===== config.mk =====
export PLATFORM = sky130hd
export DESIGN_NAME = regfile_wb_sched
export DESIGN_NICKNAME = d
export VERILOG_FILES = /design/src/rtl/regfile_wb_sched.sv
export SDC_FILE = /design/constraint.sdc
export NUM_CORES = 1
export LEC_CHECK = 0
export CAP_MARGIN = 20
export CORE_MARGIN = 4
export CORE_UTILIZATION = 40
export CTS_CLUSTER_DIAMETER = 80
export DETAILED_ROUTE_END_ITERATION = 12
export GPL_TIMING_DRIVEN = 0
export PLACE_DENSITY_LB_ADDON = 0.25
export SYNTH_ARGS = -nofsm -noshare
export SYNTH_HDL_FRONTEND = slang
export SYNTH_SLANG_ARGS = --single-unit

===== constraint.sdc =====
create_clock -name clk -period 1.9 [get_ports clk]
set_input_delay 0.285 -clock clk [delete_from_list [all_inputs] [get_ports clk]]
set_output_delay 0.285 -clock clk [all_outputs]
set_load 0.005 [all_outputs]

===== src/rtl/regfile_wb_sched.sv =====
// Write-back scheduler for the register file write port: ALU/load arbitration plus an x1..x31 scrub.
// Optional refused-request counter enabled by defining REGFILE_WB_STALL_CNT_EN.
module regfile_wb_sched #(
  parameter int XLEN = 32,
  parameter int AW   = 5
) (
  input  logic            clk,
  input  logic            reset,
  input  logic            clr_start,
  output logic            clr_busy,
  input  logic            a_valid,
  output logic            a_ready,
  input  logic [AW-1:0]   a_rd,
  input  logic [XLEN-1:0] a_data,
  input  logic            m_valid,
  output logic            m_ready,
  input  logic [AW-1:0]   m_rd,
  input  logic [XLEN-1:0] m_data,
`ifdef REGFILE_WB_STALL_CNT_EN
  output logic [15:0]     stall_cnt,
`endif
  output logic            enable,
  output logic [AW-1:0]   rd_data,
  output logic [XLEN-1:0] write_data
);

  typedef enum logic {ARB, CLEAR} state_t;

  localparam logic [AW-1:0] FIRST_REG = {{(AW-1){1'b0}}, 1'b1};

  state_t          state;
  logic            ptr_m;
  logic [AW-1:0]   clr_cnt;

  logic            arb_open;
  logic            contention;
  logic            transfer;
  logic [AW-1:0]   win_rd;
  logic [XLEN-1:0] win_data;

  // Grants are combinational; held low during reset, scrub and on a clr_start cycle.
  assign arb_open   = reset && (state == ARB) && !clr_start;
  assign contention = a_valid && m_valid;
  assign a_ready    = arb_open && a_valid && (!m_valid || !ptr_m);
  assign m_ready    = arb_open && m_valid && (!a_valid || ptr_m);
  assign transfer   = a_ready || m_ready;
  assign win_rd     = a_ready ? a_rd : m_rd;
  assign win_data   = a_ready ? a_data : m_data;

  always_ff @(posedge clk or negedge reset) begin
    if (!reset) begin
      state      <= ARB;
      ptr_m      <= 1'b0;
      clr_cnt    <= FIRST_REG;
      clr_busy   <= 1'b0;
      enable     <= 1'b0;
      rd_data    <= '0;
      write_data <= '0;
    end else begin
      case (state)
        ARB: begin
          if (clr_start) begin
            state    <= CLEAR;
            clr_busy <= 1'b1;
            enable   <= 1'b0;
          end else if (transfer) begin
            if (contention) begin
              ptr_m <= ~ptr_m;
            end
            // Writes to x0 are accepted but never reach the register file.
            enable <= (win_rd != '0);
            if (win_rd != '0) begin
              rd_data    <= win_rd;
              write_data <= win_data;
            end
          end else begin
            enable <= 1'b0;
          end
        end
        CLEAR: begin
          enable     <= 1'b1;
          rd_data    <= clr_cnt;
          write_data <= '0;
          if (&clr_cnt) begin
            clr_cnt  <= FIRST_REG;
            state    <= ARB;
            clr_busy <= 1'b0;
          end else begin
            clr_cnt <= clr_cnt + FIRST_REG;
          end
        end
        default: begin
          state    <= ARB;
          clr_busy <= 1'b0;
          enable   <= 1'b0;
        end
      endcase
    end
  end

`ifdef REGFILE_WB_STALL_CNT_EN
  logic refused;

  assign refused = (a_valid && !a_ready) || (m_valid && !m_ready);

  always_ff @(posedge clk or negedge reset) begin
    if (!reset) begin
      stall_cnt <= '0;
    end else if (refused && (stall_cnt != 16'hFFFF)) begin
      stall_cnt <= stall_cnt + 16'd1;
    end
  end
`endif

endmodule


### Yosys cells after proc, flatten, opt, wreduce, memory -nomap -nowiden

Cells that the tools add are included.
W data, S select, Z words.

* bits in registers: 46
* bits of input ports: 79
* logic and storage cells: 55

* $add $sub $neg: 1
* eq/ne operators: 5
* muxes and demuxes: 20
* bitwise logic cells: 3
* reduce and logical (&&, ||, !) cells: 19

Operators by type and width (count)
* $mux W32: 4
* $pmux W32 S2: 1
* $mux W5: 5
* $pmux W5 S2: 1
* $logic_and A1 B1 Y1: 7
* $mux W1: 6
* $ne A2 B2 Y1 const B: 3
* $pmux W1 S2: 3
* $add A5 B1 Y5 const B: 1
* $reduce_and A5 Y1: 1
* $reduce_bool A5 Y1: 1
* $logic_not A1 Y1: 4
* $ne A2 B1 Y1 const B: 2
* $reduce_and A4 Y1: 1
* $logic_or A1 B1 Y1: 3
* $not A1 Y1: 3
* $reduce_and A3 Y1: 1
* $reduce_and A2 Y1: 1

### Logic depth before layout (Yosys ltp)

Gate-level depths: netlist of the first run.

* depth after elaboration: 11
* mapped depth: 6
* depth with buffers taken out: 6

### Least setup slack after synthesis of the first run

OpenSTA, ideal clock, no wires.

* path kind: input port to flip-flop
* start point: input m_rd[0]
* end point: register write_data[15]
* arrival: 1.720 ns
* data required time: 1.836 ns
* slack: 0.116 ns
* cell stages on the path: 6
* path through: or4_4 -> o2111a_1 -> buf_6 -> nor3_4 -> buf_6 -> a21o_1

* word-level cells in the longest chain between the ends: 4

Ends and longest elaborated chain
* from (decl): RTL line 17 `input logic [AW-1:0] m_rd,`
* $mux W5: RTL line 47 `assign win_rd = a_ready ? a_rd : m_rd;`
* $reduce_bool A5 Y1: RTL line 72 `if (win_rd != '0) begin`
* $ne A2 B1 Y1 (no source line)
* $reduce_and A3 Y1 (no source line)
* to (signal assigned): RTL line 74 `write_data <= win_data;`
* to (decl): RTL line 24 `output logic [XLEN-1:0] write_data`

Every way passes these cells.
A chain may end at the register's enable or synchronous reset.

### Worst setup path after layout of the first run

* start point: input m_rd[4]
* end point: register write_data[15]

The elaborated chain is that of the path after synthesis.

==> results of run 1 <==
==> layer usage <==
layer / part of all wire [%] / global-route usage, % / vias to the layer above
li1: - / - / 1083
met1: 43 / 26.0 / 1100
met2: 49 / 38.3 / 100
met3: 7.5 / 6.12 / 7
met4: 0.86 / 5.70 / 0
met5: 0 / 0 / -
==> cell families (layout without fill, tap and decap cells) <==
group	Yosys count	count (layout)	share of synthesized area [%]
AOI/OAI and AO/OA	70	70	23.7
xor gates and xnor gates	1	1	0.381
adders and majority gates	2	2	1.09
buffers and inverters	23	167	5.12
DFF	46	46	50.1
muxes	16	16	7.08
and+or+nand+nor	50	50	12.5
==> critical path, delay by kind of cell <==
kind	cells	cell delay, ns
and+or+nand+nor	2	0.82
buffers and inverters	3	0.59
AOI/OAI and AO/OA	2	0.38
==> sequential cells by signal (all words and copies together) (netlist names) <==
signal      flops
enable          1
clr_cnt         5
rd_data         5
state           1
ptr_m           1
write_data     32
clr_busy        1
==> layout by cell type, fill, tap and decap left out, types with 5 or more instances in the layout <==
cell,instances
sky130_fd_sc_hd__clkdlybuf4s50_1,107
sky130_fd_sc_hd__dlygate4sd2_1,7
sky130_fd_sc_hd__inv_1,8
sky130_fd_sc_hd__buf_6,9
sky130_fd_sc_hd__buf_4,14
sky130_fd_sc_hd__clkbuf_8,6
sky130_fd_sc_hd__a21o_1,18
sky130_fd_sc_hd__nor3_1,14
sky130_fd_sc_hd__a22o_1,18
sky130_fd_sc_hd__nor2_1,6
sky130_fd_sc_hd__dfrtp_1,45
sky130_fd_sc_hd__a211oi_2,5
sky130_fd_sc_hd__a211oi_1,10
sky130_fd_sc_hd__mux2i_1,14
==> what timing repair did <==
item	4_1_cts	5_1_grt
resized for setup	37	16
pin swaps	8	2
gates cloned	1	1
buffers inserted	11	2
hold endpoints to repair	9	0
hold buffers	2	0
setup endpoints to repair	40	36
==> power breakdown <==
part	internal, mW	total, mW	switching, mW
registers	1.13	1.26	0.129
clock network	0.294	0.611	0.318
logic	0.598	1.06	0.458
total	2.03	2.93	0.904
==> stage by stage <==
stage          power (mW)  area [sq um]  hold slack [ns]
6_report             2.93          4000           0.0551
5_1_grt              3.12          4000           0.0510
4_1_cts              2.91          3940           0.0467
3_5_place_dp         2.21          3590            0.173
3_3_place_gp         2.18          3580            0.458
2_1_floorplan        1.70          2300          -0.0106
==> worst paths after layout <==
| check | startpoint | endpoint | cells past startpoint |
|---|---|---|---|
| worst max-delay path | m_rd[4] | write_data[15] | 7 |
| worst min-delay path | reset | clr_cnt[0] | 2 |
| worst max register to register | state | write_data[8] | 8 |
| worst min register to register | write_data[25] | write_data[25] | 1 |
| max in group asynchronous | reset | write_data[8] | 3 |
| min in group clk | a_rd[2] | rd_data[2] | 3 |
==> cell type report <==
class / count / area, sq um
buffer: 14 / 130
inverter: 8 / 30.0
clock buffer: 7 / 86.3
timing repair buffer: 137 / 1370
multi-input combinational: 139 / 1140
clock inverter: 1 / 5.00
sequential: 46 / 1150
fill: 440 / 1540
tap: 72 / 90.1
==> flow_summary.rst, run 1 <==
.. list-table::
   :header-rows: 1

   * - Metric
     - Value
   * - Final total negative setup slack
     - 0 ns
   * - Buffers from clock root to sink, at most
     - 2
   * - Initial Util
     - 41.5%
   * - Most common library cells after synthesis
     - sky130_fd_sc_hd__dfrtp_1 (45), sky130_fd_sc_hd__a21o_1 (18), sky130_fd_sc_hd__a22o_1 (18), sky130_fd_sc_hd__nor3_1 (18)
   * - Cell type contributing the most total cell area after synthesis
     - sky130_fd_sc_hd__dfrtp_1
   * - Overall routing resource usage
     - 21.7%
   * - Fraction of synthesis flops using an asynchronous set or reset pin
     - 100%
   * - Mean number of vias per cell
     - 5.40
   * - Cell chosen for the clock root
     - sky130_fd_sc_hd__clkbuf_8
   * - Count of inserted antenna diode cells
     - 0
   * - DRC violation count after routing
     - 0
   * - Power per Cell Area
     - 732 nW/um^2
   * - Horizontal extent of the die
     - 83.8 microns
   * - Critical-path cell list
     - dlygate4sd2_1, or4_4, o2111a_1, buf_6, nor3_4, buf_4, a21o_1
   * - Number of buffers created by CTS
     - 5
   * - Worst stage delay on the critical path
     - 0.53 ns
   * - Most instantiated flip-flop cell in the synthesis netlist
     - sky130_fd_sc_hd__dfrtp_1
   * - Antenna violations before repair
     - 0
   * - Cells after Synth
     - roughly 210
   * - Slack of the worst reg-to-reg path
     - roughly 0.090 ns
   * - Setup violators final
     - 0
   * - Start-to-end type of the worst setup path
     - in -> reg
   * - Die outline area
     - around 7000 sq um
   * - Deepest level of the CTS H-tree
     - 2
   * - Category of the worst setup path capture point
     - flop
   * - Chip height
     - about 84 microns
   * - Path type of the worst min-delay path
     - in -> async
   * - Final nets
     - 432
   * - Number of vias after detailed routing
     - approximately 2,300
   * - Vias in the first global route
     - 2,460
   * - Number of flops mapped to enable cells by yosys
     - 0
   * - TritonCTS clock tree
     - built
   * - Fmax
     - approximately 540 MHz
   * - Remaining max-slew budget at the tightest pin
     - between 40% and 50%
   * - IO Pins
     - 120
   * - Most frequent cell after synthesis
     - sky130_fd_sc_hd__dfrtp_1
   * - Post-synth design cell area
     - 2300 sq um
   * - First-pass GRT wire length
     - 12,300 microns
   * - Final worst path period need
     - 1.84 ns
   * - Clock transition at the registers of the reported paths
     - 0.08 ns
   * - Maximum number of pins on one net before global-route repair
     - 20
   * - Max-cap check violation count
     - 0
   * - Required @ worst endpoint
     - between 2 and 2.5 ns
   * - Worst-path cell with the longest stage delay
     - sky130_fd_sc_hd__or4_4
   * - Dominant cells by area after synthesis
     - sky130_fd_sc_hd__dfrtp_1 (49%), sky130_fd_sc_hd__a22o_1 (6.9%), sky130_fd_sc_hd__mux2i_1 (6.1%), sky130_fd_sc_hd__a21o_1 (5.9%), sky130_fd_sc_hd__a211oi_1 (4.6%)
   * - Half-perimeter wire length after placement
     - about 5200 microns
   * - Average size of a mapped cell
     - 11.1 sq um
   * - Final count of hold timing violations
     - 0
   * - Fraction of synthesized cell area taken by the top area cell type
     - 49.0%
   * - Number of buffer cells added on primary ports
     - 119
   * - Layout cells sized above 1
     - 16.5%
   * - Share of the core filled with cells in the final layout
     - 72.3%
   * - Remaining Overflow, GRT
     - 0
   * - Number of detailed-routing iterations run before antenna repair
     - 4
   * - #FFs+latches synth
     - between 40 and 50
   * - Clock net sink count
     - 46
   * - Core Region
     - 5540 sq um
   * - Post-layout instance count excluding filler cells
     - roughly 420
   * - Synth-to-Final Area Change
     - 74.2%
   * - Post-synth net total
     - 289
   * - Nature of the critical path startpoint
     - input port
   * - Arrival time of the worst setup path
     - between 2 and 2.5 ns
   * - Slew at the pin closest to its max-slew limit
     - 0.828 ns
   * - Routability Congestion
     - ~0.77
   * - Period Utilization, post-route
     - between 90% and 100%
   * - Row count
     - 27
   * - Worst skew pair latency
     - 0.30 ns
   * - Status
     - finished clean
   * - Worst Path Max Fanout
     - 7
   * - DRT antenna net count
     - 0
   * - Placed cell count
     - 400
   * - Yosys Warn Count
     - 0
   * - PnR worst setup slack
     - ~0.057 ns
   * - Final Max Tran Viols
     - 0
   * - Dpl ws
     - -0.792 ns
   * - Largest vdd supply drop
     - 646 uV
   * - Maximum clock skew at final layout
     - 0.00285 ns
   * - DRC marker count from the first detailed-route iteration
     - a little under 70
   * - Post-synthesis cell type count
     - 41
   * - Final Routed Wirelength
     - roughly 7600 microns
   * - Total leakage power
     - slightly below 2 nW
   * - Sequential share of the synthesized area
     - 50.1%
   * - Average detailed-routed wire length per instance
     - 17.9 microns
No activity file was read; power rests on OpenSTA's default activity.
==> run 2: changes to the inputs <==
- SKIP_CTS_REPAIR_TIMING: not set -> 1
==> run 2 against run 1 <==
Against the previous run: largest cell class unchanged; wire length shrank 3.0%; via count shrank 0.48%; sequential share of layout area down 0.39 points; clock power barely moved; register-to-register slack worse by 0.03 ns; critical endpoint is now write_data[10]; count of clock-buffer cells in the layout is the same.
==> flow_summary.rst, run 2 (synthesis results as in run 1) <==
.. list-table::
   :header-rows: 1

   * - Metric
     - Value
   * - Overall routing resource usage
     - 19.8% (-2.0 points)
   * - Number of buffers created by CTS
     - 5 (unchanged)
   * - Start-to-end type of the worst setup path
     - reg -> reg
   * - First-pass GRT wire length
     - 11,300 microns (-8.7%)
   * - Met2 WL post-DR
     - 3540 microns (-4.9%)
   * - Vias in the first global route
     - 2,311 (-6.1%)
   * - Synth-to-Final Area Change
     - 76.8%
   * - Placed cell count
     - 400 (unchanged)
   * - Final worst path period need
     - 1.84 ns (-0.00628 ns)
   * - Category of the worst setup path capture point
     - flop
   * - Final Routed Wirelength
     - 7370 microns (-3.0%)
   * - Startpoint of the most critical register-to-register path
     - state
   * - Antenna violations before repair
     - 0 (unchanged)
   * - Status
     - finished clean
   * - Register with the most flip-flops
     - write_data
   * - DRC violation count after routing
     - 0 (unchanged)
   * - Count of inserted antenna diode cells
     - 0 (unchanged)
   * - Cell chosen for the clock root
     - sky130_fd_sc_hd__clkbuf_8
   * - Total leakage power
     - 2.04 nW (+4.3%)
   * - Setup violators final
     - 0 (unchanged)
   * - Critical-path cell list
     - buf_4, nor3b_4, o2111a_1, buf_6, buf_12, buf_6, nor3_2, a211oi_1
   * - Layout cells sized above 1
     - 16.9% (+0.42 points)
   * - Initial Util
     - 41.5% (unchanged)
   * - Placed cell area
     - 3590 sq um (unchanged)
   * - M1 WL
     - 3090 microns (-4.2%)
   * - Total buffers and inverters traversed by the critical path
     - 4 (+1)
   * - Maximum number of pins on one net before global-route repair
     - 40 (+100%)
   * - Clock transition at the registers of the reported paths
     - 0.08 ns (about the same)
   * - Arrival time of the worst setup path
     - 2.04 ns (-0.05 ns)
   * - Buffers from clock root to sink, at most
     - 2 (unchanged)
   * - Final std cell area, no fill
     - 4060 sq um (+1.5%)
   * - Maximum clock skew at final layout
     - 0.00293 ns (+0.0000815 ns)
   * - Number of vias after detailed routing
     - 2,279 (-0.48%)
   * - Half-perimeter wire length after placement
     - 5230 microns (unchanged)
   * - Power per Cell Area
     - 722 nW/um^2 (-1.3%)
   * - Final count of hold timing violations
     - 0 (unchanged)
   * - Highest-count cells in the layout ignoring fill and taps
     - sky130_fd_sc_hd__clkdlybuf4s50_1 (107), sky130_fd_sc_hd__dfrtp_1 (44), sky130_fd_sc_hd__a22o_1 (18), sky130_fd_sc_hd__a21o_1 (18), sky130_fd_sc_hd__buf_4 (15)
   * - Dpl ws
     - -0.792 ns (unchanged)
   * - IO Pins
     - 120 (unchanged)
   * - Routed met3 length
     - 642 microns (+13%)
   * - Remaining max-slew budget at the tightest pin
     - 45.1% (+0.43 points)
   * - Die outline area
     - 7020 sq um (unchanged)
   * - Worst R2R Path Depth
     - 8 (unchanged)
   * - Flip-flop count of the largest register, all copies and words added
     - 32 (unchanged)
   * - Number of detailed-routing iterations run before antenna repair
     - 4 (unchanged)
   * - PnR worst setup slack
     - 0.0630 ns (+0.00628 ns)
   * - DRT antenna net count
     - 0 (unchanged)
   * - Slack of the worst reg-to-reg path
     - 0.06 ns (-0.03 ns)
   * - Top Registers
     - write_data x32, clr_cnt x5, rd_data x5
   * - Crit Reg-Reg Endpoint
     - write_data[10]
   * - Worst stage delay on the critical path
     - 0.40 ns (-0.13 ns)
   * - Worst hold margin
     - 0.0705 ns (+0.0154 ns)
   * - Remaining Overflow, GRT
     - 0 (unchanged)
   * - DRC marker count from the first detailed-route iteration
     - 84 (+22%)
   * - Final nets
     - 435 (+0.69%)
   * - Uppermost layer routed
     - met4
   * - Deepest level of the CTS H-tree
     - 2 (unchanged)
   * - Post-layout instance count excluding filler cells
     - 427 (+0.71%)
   * - Nature of the critical path startpoint
     - flop
   * - Period Utilization, post-route
     - 96.7% (-0.33 points)
   * - Most frequent cell on the critical path
     - sky130_fd_sc_hd__buf_6
   * - Average detailed-routed wire length per instance
     - 17.3 microns (-3.7%)
   * - Path type of the worst min-delay path
     - in -> async
   * - Share of the core filled with cells in the final layout
     - 73.3% (+1.1 points)
   * - Final Max Tran Viols
     - 0 (unchanged)
   * - Largest vdd supply drop
     - 644 uV (-0.40%)
   * - Row count
     - 27 (unchanged)
   * - Mean number of vias per cell
     - 5.34 (-1.2%)
   * - Core Region
     - 5540 sq um (unchanged)
   * - Category of cells accounting for the largest share of critical-path delay
     - buffers and inverters
   * - Max-cap check violation count
     - 0 (unchanged)
   * - Number of buffer cells added on primary ports
     - 119 (unchanged)
   * - Clock net sink count
     - 46 (unchanged)
   * - Routability Congestion
     - 0.771 (unchanged)
   * - Required @ worst endpoint
     - 2.10 ns (-0.04 ns)
   * - Slew at the pin closest to its max-slew limit
     - 0.821 ns (-0.00644 ns)
   * - Fmax
     - 544 MHz (+0.34%)
   * - Horizontal extent of the die
     - 83.8 microns (unchanged)
   * - TritonCTS clock tree
     - built
   * - Worst skew pair latency
     - 0.30 ns (about the same)
   * - Worst-path cell with the longest stage delay
     - sky130_fd_sc_hd__dfrtp_2
   * - Worst Path Max Fanout
     - 10 (+3)
   * - Most common library cell in the layout ignoring fill and taps
     - sky130_fd_sc_hd__clkdlybuf4s50_1
   * - Chip height
     - 83.8 microns (unchanged)
==> run 2: changes by cell type in the layout (fill, tap and decap cells not counted), moves of 2 or more <==
| cell | change |
|---|---|
| sky130_fd_sc_hd__a211oi_1 | +2 |
| sky130_fd_sc_hd__buf_6 | -3 |
| sky130_fd_sc_hd__dlymetal6s2s_1 | +8 |
| sky130_fd_sc_hd__dlygate4sd2_1 | -7 |
| sky130_fd_sc_hd__buf_8 | +2 |
| sky130_fd_sc_hd__a211oi_2 | -3 |
==> run 2: cell type report <==
cell class,instances,area (sq um)
multi-input combinational,139,1150
clock inverter,1,5.00
timing repair buffer,140,1420
fill,412,1480
clock buffer,7,86.3
buffer,14,126
tap,72,90.1
inverter,8,30.0
sequential,46,1150
==> run 2: power by group <==
part           internal (mW)  switching (mW)  leakage, nW
clock network          0.294           0.316       0.0482
logic                  0.610           0.454         1.38
registers               1.14           0.125        0.607
total                   2.04           0.895         2.04
==> run 2: per-layer routing <==
metal / vias up / GRT usage, %
met5: - / 0
met3: 9 / 6.32
met2: 103 / 33.0
li1: 1085 / -
met4: 0 / 6.58
met1: 1082 / 24.1
==> run 2: metrics by stage <==
step / setup TNS (ns) / total power, mW
2_1_floorplan: 0 / 1.70
3_3_place_gp: -122.77 / 2.18
3_5_place_dp: -20.42 / 2.21
4_1_cts: -8.59 / 2.83
5_1_grt: -0.326 / 3.13
6_report: 0 / 2.93
==> run 2: how the worst max path moves through the flow <==
stage / start / end / slack [ns] / cells after the start
global placement: reset / a_ready / -2.54 / 7
global route: state / write_data[10] / -0.04 / 8
finish: state / write_data[10] / 0.06 / 8
CTS: clr_start / a_ready / -0.81 / 7
floorplan: m_rd[0] / write_data[15] / 0.12 / 6
detailed placement: clr_start / a_ready / -0.79 / 7
